$ cat config.mk
export PLATFORM = sky130hd
export DESIGN_NAME = seg7_scan_mux_flat
export DESIGN_NICKNAME = d
export VERILOG_FILES = /design/src/rtl/seg7_scan_mux_if.sv /design/src/rtl/seg7_scan_mux.sv /design/src/flat_wrapper.sv
export SDC_FILE = /design/constraint.sdc
export NUM_CORES = 1
export LEC_CHECK = 0
export BUFFER_PORTS_ARGS = -buffer_cell sky130_fd_sc_hd__buf_2
export CORE_ASPECT_RATIO = 1.5
export CORE_UTILIZATION = 50
export DETAILED_ROUTE_END_ITERATION = 12
export PLACE_DENSITY = 0.68
export RECOVER_POWER = 100
export SYNTH_ARGS = -nofsm -noshare
export SYNTH_HDL_FRONTEND = slang
export SYNTH_SLANG_ARGS = --single-unit
export TNS_END_PERCENT = 5
$ cat constraint.sdc
create_clock -name clk -period 5.3 [get_ports clk]
set_clock_uncertainty 0.05 [all_clocks]
set_input_delay 1.06 -clock clk [delete_from_list [all_inputs] [get_ports clk]]
set_output_delay 1.06 -clock clk [all_outputs]
set_load 0.01 [all_outputs]
$ cat src/rtl/seg7_scan_mux_if.sv
// Digit/display bundle between the hex digit splitter, the scan multiplexer and the display pins.
// There is no valid/ready handshake. The digit-side signals are level inputs that the scanner
// samples once per frame, and the display-side signals are registered outputs.
interface seg7_scan_mux_if;
    logic [3:0] dig0;
    logic [3:0] dig1;
    logic [3:0] dig2;
    logic [3:0] dig3;
    logic [3:0] dig4;
    logic [3:0] dig5;
    logic [3:0] dig6;
    logic [3:0] dig7;
    logic [7:0] digit_en;
    logic [7:0] dp_in;
    logic       lz_blank;
    logic [7:0] anode_n;
    logic [6:0] seg_n;
    logic       dp_n;
    logic       frame_tick;

    modport master (
        output dig0, dig1, dig2, dig3, dig4, dig5, dig6, dig7,
        output digit_en, dp_in, lz_blank,
        input  anode_n, seg_n, dp_n, frame_tick
    );

    modport slave (
        input  dig0, dig1, dig2, dig3, dig4, dig5, dig6, dig7,
        input  digit_en, dp_in, lz_blank,
        output anode_n, seg_n, dp_n, frame_tick
    );
endinterface

$ cat src/rtl/seg7_scan_mux.sv
// Eight-digit common-anode seven-segment scanner. It takes a per-frame snapshot of the digits,
// blanks the start of every slot, and supports leading-zero blanking, digit enables and decimal points.
module seg7_scan_mux #(
    parameter int REFRESH_DIV  = 100000,
    parameter int BLANK_CYCLES = 1000
) (
    input  logic              clk,
    input  logic              rst,
    seg7_scan_mux_if.slave    bus
);
    localparam int PRE_W = (REFRESH_DIV > 1) ? $clog2(REFRESH_DIV) : 1;
    localparam logic [PRE_W-1:0] PRE_MAX = PRE_W'(REFRESH_DIV - 1);
    localparam logic [PRE_W-1:0] BLANK_V = PRE_W'(BLANK_CYCLES);

    logic [PRE_W-1:0] pre_q, pre_d;
    logic [2:0]       idx_q, idx_d;
    logic [31:0]      snap_dig_q, snap_dig_d;
    logic [7:0]       snap_en_q, snap_en_d;
    logic [7:0]       snap_dp_q, snap_dp_d;
    logic             snap_lz_q, snap_lz_d;
    logic [7:0]       anode_n_q, anode_n_d;
    logic [6:0]       seg_n_q, seg_n_d;
    logic             dp_n_q, dp_n_d;
    logic             frame_tick_q, frame_tick_d;

    logic [31:0] dig_all;
    logic [7:0]  suppress;
    logic [3:0]  cur_dig;
    logic        visible;

    assign dig_all = {bus.dig7, bus.dig6, bus.dig5, bus.dig4,
                      bus.dig3, bus.dig2, bus.dig1, bus.dig0};

    // Digit k is dark under LZB when it and every more-significant digit are zero; digit 0 always shows.
    always_comb begin
        logic zero_run;
        zero_run = 1'b1;
        suppress = '0;
        for (int k = 7; k >= 1; k--) begin
            zero_run    = zero_run & (snap_dig_q[4*k +: 4] == 4'd0);
            suppress[k] = snap_lz_q & zero_run;
        end
    end

    assign cur_dig = snap_dig_q[{idx_q, 2'b00} +: 4];
    assign visible = (pre_q >= BLANK_V) && snap_en_q[idx_q] && !suppress[idx_q];

    always_comb begin
        pre_d        = (pre_q == PRE_MAX) ? '0 : pre_q + PRE_W'(1);
        idx_d        = (pre_q == PRE_MAX) ? idx_q + 3'd1 : idx_q;
        snap_dig_d   = snap_dig_q;
        snap_en_d    = snap_en_q;
        snap_dp_d    = snap_dp_q;
        snap_lz_d    = snap_lz_q;
        anode_n_d    = 8'hFF;
        seg_n_d      = 7'h7F;
        dp_n_d       = 1'b1;
        frame_tick_d = (pre_q == PRE_MAX) && (idx_q == 3'd7);

        // This cycle is always blanked because pre_q is 0, so the new snapshot is never shown stale.
        if (pre_q == '0 && idx_q == 3'd0) begin
            snap_dig_d = dig_all;
            snap_en_d  = bus.digit_en;
            snap_dp_d  = bus.dp_in;
            snap_lz_d  = bus.lz_blank;
        end

        if (visible) begin
            anode_n_d = ~(8'd1 << idx_q);
            dp_n_d    = ~snap_dp_q[idx_q];
            case (cur_dig)
                4'h0: seg_n_d = 7'h40;
                4'h1: seg_n_d = 7'h79;
                4'h2: seg_n_d = 7'h24;
                4'h3: seg_n_d = 7'h30;
                4'h4: seg_n_d = 7'h19;
                4'h5: seg_n_d = 7'h12;
                4'h6: seg_n_d = 7'h02;
                4'h7: seg_n_d = 7'h78;
                4'h8: seg_n_d = 7'h00;
                4'h9: seg_n_d = 7'h10;
                4'hA: seg_n_d = 7'h08;
                4'hB: seg_n_d = 7'h03;
                4'hC: seg_n_d = 7'h46;
                4'hD: seg_n_d = 7'h21;
                4'hE: seg_n_d = 7'h06;
                default: seg_n_d = 7'h0E;
            endcase
        end
    end

    always_ff @(posedge clk or posedge rst) begin
        if (rst) begin
            pre_q        <= '0;
            idx_q        <= '0;
            snap_dig_q   <= '0;
            snap_en_q    <= '0;
            snap_dp_q    <= '0;
            snap_lz_q    <= 1'b0;
            anode_n_q    <= 8'hFF;
            seg_n_q      <= 7'h7F;
            dp_n_q       <= 1'b1;
            frame_tick_q <= 1'b0;
        end else begin
            pre_q        <= pre_d;
            idx_q        <= idx_d;
            snap_dig_q   <= snap_dig_d;
            snap_en_q    <= snap_en_d;
            snap_dp_q    <= snap_dp_d;
            snap_lz_q    <= snap_lz_d;
            anode_n_q    <= anode_n_d;
            seg_n_q      <= seg_n_d;
            dp_n_q       <= dp_n_d;
            frame_tick_q <= frame_tick_d;
        end
    end

    assign bus.anode_n    = anode_n_q;
    assign bus.seg_n      = seg_n_q;
    assign bus.dp_n       = dp_n_q;
    assign bus.frame_tick = frame_tick_q;
endmodule

$ cat src/flat_wrapper.sv
// flat-port wrapper written by rule: the top's interface ports become plain ports
module seg7_scan_mux_flat 
#(
    parameter int REFRESH_DIV  = 100000,
    parameter int BLANK_CYCLES = 1000
)
  (clk, rst, bus_dig0, bus_dig1, bus_dig2, bus_dig3, bus_dig4, bus_dig5, bus_dig6, bus_dig7, bus_digit_en, bus_dp_in, bus_lz_blank, bus_anode_n, bus_seg_n, bus_dp_n, bus_frame_tick);
  seg7_scan_mux_if bus_i ();
  input  logic clk;
  input  logic rst;
  input wire logic [$bits(bus_i.dig0)-1:0] bus_dig0;
  input wire logic [$bits(bus_i.dig1)-1:0] bus_dig1;
  input wire logic [$bits(bus_i.dig2)-1:0] bus_dig2;
  input wire logic [$bits(bus_i.dig3)-1:0] bus_dig3;
  input wire logic [$bits(bus_i.dig4)-1:0] bus_dig4;
  input wire logic [$bits(bus_i.dig5)-1:0] bus_dig5;
  input wire logic [$bits(bus_i.dig6)-1:0] bus_dig6;
  input wire logic [$bits(bus_i.dig7)-1:0] bus_dig7;
  input wire logic [$bits(bus_i.digit_en)-1:0] bus_digit_en;
  input wire logic [$bits(bus_i.dp_in)-1:0] bus_dp_in;
  input wire logic [$bits(bus_i.lz_blank)-1:0] bus_lz_blank;
  output wire logic [$bits(bus_i.anode_n)-1:0] bus_anode_n;
  output wire logic [$bits(bus_i.seg_n)-1:0] bus_seg_n;
  output wire logic [$bits(bus_i.dp_n)-1:0] bus_dp_n;
  output wire logic [$bits(bus_i.frame_tick)-1:0] bus_frame_tick;
  assign bus_i.dig0 = bus_dig0;
  assign bus_i.dig1 = bus_dig1;
  assign bus_i.dig2 = bus_dig2;
  assign bus_i.dig3 = bus_dig3;
  assign bus_i.dig4 = bus_dig4;
  assign bus_i.dig5 = bus_dig5;
  assign bus_i.dig6 = bus_dig6;
  assign bus_i.dig7 = bus_dig7;
  assign bus_i.digit_en = bus_digit_en;
  assign bus_i.dp_in = bus_dp_in;
  assign bus_i.lz_blank = bus_lz_blank;
  assign bus_anode_n = bus_i.anode_n;
  assign bus_seg_n = bus_i.seg_n;
  assign bus_dp_n = bus_i.dp_n;
  assign bus_frame_tick = bus_i.frame_tick;
  seg7_scan_mux #(.REFRESH_DIV(REFRESH_DIV), .BLANK_CYCLES(BLANK_CYCLES)) u_core (.clk(clk), .rst(rst), .bus(bus_i));
endmodule
==> summary.md <==
| Metric | Value |
|---|---|
| Status | `complete, but fails checks` |
| Violated checks | `capacitance limit, slew limit` |
| R2r worst-path depth | `7` |
| Setup tns final | `0 ns` |
| Worst-Skew Late Latency | `0.34 ns` |
| RR Startpoint | `u_core.idx_q[0]$_DFFE_PP0N_` |
| Antenna violations before repair | `0` |
| Die area | `8520 um^2` |
| Req. time, crit path | `between 5 and 6 ns` |
| Reg2reg setup slack | `between 2 and 2.5 ns` |
| Mapped cell area | `approximately 4100 um^2` |
| Largest cells by area after synthesis | `dfrtp_1, mux2_2, dfstp_2` |
| Crit end category | `register` |
| Setup WS post-layout | `2.03 ns` |
| Initial DRC Count | `183` |
| Register bit total from synthesis | `86` |
| Slew Viols, Final | `48` |
| CP peak stage delay | `a little over 0.9 ns` |
| Sequential area share after synthesis | `53.3%` |
| WL/cell | `16.4 um` |
| Post-synthesis cell count | `309` |
| Post-synth top area share | `43.0%` |
| Complex-gate fraction of the synthesized area | `3.35%` |
| CTS tree | `built` |
| Crit path kind | `reg2reg` |
| Slew HR | `-31.8%` |
| Die Y | `113 um` |
| DR DRC count | `0` |
| Worst-Margin Slew | `between 1.5 and 2 ns` |
| Simple-gate share of the synthesized area | `9.90%` |
| First-pass detailed-route iteration total | `5` |
| Most frequent cells in the layout | `dfrtp_1, buf_2, mux2_2` |
| Synthesis Warnings | `0` |
| Largest net degree at the start of global routing | `50` |
| Area delta synth->final | `16.9%` |
| Setup WS pre-CTS | `2.33 ns` |
| Total core area | `7760 um^2` |
| Fmax | `slightly above 300 MHz` |
| # rows | `39` |
| Diode count | `0` |
| GRT Residual Overflow | `0` |
| Final hold vios | `0` |
| CTS Hold Bufs | `0` |
| PwrDens | `300 nW/um^2` |
| Tot GR Track Use | `21.5%` |
| Critical path launch point | `u_core.idx_q[0]$_DFFE_PP0N_` |
| Post-Synth XOR/XNOR Area | `3.23%` |
| Synth cell types | `39` |
| Worst Path Max Fanout | `49` |
| Adder-cell share of the synthesized area | `4.30%` |
| Final setup fails | `0` |
| Nature of the critical path startpoint | `register` |
| Share of cells above drive strength 1 | `36.8%` |
| Initial core utilization | `between 50% and 60%` |
| Commonest non-fill, non-tap cell in the layout | `dfrtp_1` |
| RSZ-0062 raised after global routing | `false` |
| Leak | `between 0.0015 and 0.002 uW` |
| Post-route ant nets | `0` |
| Largest family of logic cells by synthesized area | `multiplexers` |
| Syn_area_per_cell | `13.2 um^2` |
| Clk buf depth | `2` |
| Data arrival, critical path | `3.44 ns` |
| First-pass GRT wire length | `13500 um` |
| VDD IR max | `225 uV` |
| CTS Buf Count | `9` |
| Hold path start | `u_core.snap_en_q[1]$_DFFE_PP0P_` |
| Slowest cell on the critical path | `clkbuf_2` |
| HPWL after DPL | `~5600 um` |
| Synth area leader | `dfrtp_1` |
| PostCTS Resize Cnt | `0` |
| # Post-CTS Setup Buffers | `0` |
| Vias | `2668` |
| Synth Net Count | `374` |
| Via density | `roughly 5.5` |
| Number of max-cap violations | `1` |
| Vias in the first global route | `2765` |
| Crit-path cells | `inv_1 -> ha_1 -> nor4b_1 -> nand4b_1 -> nor3_4 -> clkbuf_2 -> mux2_2` |
| Post-route minimum period | `about 3.3 ns` |
| Util after Layout | `61.3%` |
| Die span in x | `75.7 um` |
| PortBufs | `67` |
| Minimum hold slack | `0.440 ns` |
| GPL Wtd Cong | `0.797` |
| Num ports | `68` |
| Crit path capture | `u_core.snap_dig_q[14]$_DFFE_PP0P_` |
| Hold WC Path Type | `reg2reg` |
| Final wirelength | `7900 um` |
| Mux cell area share after synthesis | `22.7%` |
| CTS Root Cell | `clkbuf_16` |
| Worst R2R End | `u_core.snap_dig_q[14]$_DFFE_PP0P_` |
| Clock sinks | `86` |
| CTS H-Tree Depth | `3` |
| Tcrit/Tclk final | `about three fifths` |
| Nets@finish | `440` |
| Clock Pin Slew Worst Setup and Hold Paths | `~0.060 ns` |
==> per-stage QoR <==
step	std cells	instance area, um^2	total power, uW
2_1_floorplan	309	4070	742
3_3_place_gp	466	4480	774
3_5_place_dp	466	4480	776
4_1_cts	482	4800	1440
5_1_grt	482	4760	1480
6_report	482	4760	1430
==> registers in the layout (all words and copies together), names as in the netlist <==
| register | cells |
|---|---|
| u_core.bus.frame_tick | 1 |
| u_core.bus.anode_n | 8 |
| u_core.snap_dig_q | 32 |
| u_core.snap_en_q | 8 |
| u_core.snap_lz_q | 1 |
| u_core.bus.dp_n | 1 |
| u_core.idx_q | 3 |
| u_core.snap_dp_q | 8 |
| u_core.bus.seg_n | 7 |
| u_core.pre_q | 17 |
==> worst max-delay path: cells and delay by family, from the launching register on <==
kind / cells / cell delay, ns
buf+inv: 2 / 1.18
mux: 1 / 0.42
simple gates: 3 / 0.58
flops: 1 / 0.67
fa+ha+maj: 1 / 0.23
==> synthesized netlist by cell type (all sizes together) <==
cell / number
a211o: 1
a21oi: 6
a31oi: 1
and2: 2
and3: 4
buf: 9
clkbuf: 7
dfrtp: 70
dfstp: 16
ha: 14
inv: 10
mux2: 52
mux2i: 7
mux4: 12
nand2: 20
nand2b: 1
nand3: 12
nand4: 5
nand4b: 1
nor2: 11
nor2b: 2
nor3: 2
nor4: 10
nor4b: 1
o211ai: 3
o21ai: 5
o221ai: 4
o2bb2ai: 1
or2: 1
or3: 2
or4: 2
xnor2: 10
xor2: 5
==> area by class of cell <==
class,instances,area [um^2]
sequential,86,2170
clock inverter,6,86.3
inverter,10,38.8
tap,102,128
multi-input combinational,197,1770
clock buffer,10,229
fill,631,3000
timing repair buffer,71,334
==> cells by family after synthesis <==
logic type,after synthesis
flip-flops,86
buffers and inverters,26
AND/OR/NAND/NOR,76
adder cells (fa/ha/maj),14
multiplexers,71
AO/OA/AOI/OAI,21
XOR/XNOR,15
==> per-layer routing <==
layer / wire length (um) / global-route usage (%)
met1: 3290 / 27.3
met2: 4150 / 35.1
met3: 310 / 5.12
met4: 146 / 8.02
met5: 0 / 0
==> worst min-delay path by stage <==
stage | endpoint | cells past startpoint
global placement | u_core.snap_en_q[0]$_DFFE_PP0P_ | 1
floorplan | u_core.snap_en_q[2]$_DFFE_PP0P_ | 1
detailed placement | u_core.snap_en_q[0]$_DFFE_PP0P_ | 1
CTS | u_core.snap_en_q[1]$_DFFE_PP0P_ | 1
global route | u_core.snap_en_q[1]$_DFFE_PP0P_ | 1
finish | u_core.snap_en_q[1]$_DFFE_PP0P_ | 1
==> where the power goes <==
group / switching, uW / total, uW / internal [uW]
clock network: 252 / 663 / 411
registers: 14.4 / 691 / 676
logic: 34.0 / 72.8 / 38.8
total: 300 / 1430 / 1130
No activity file was read; power rests on OpenSTA's default activity.
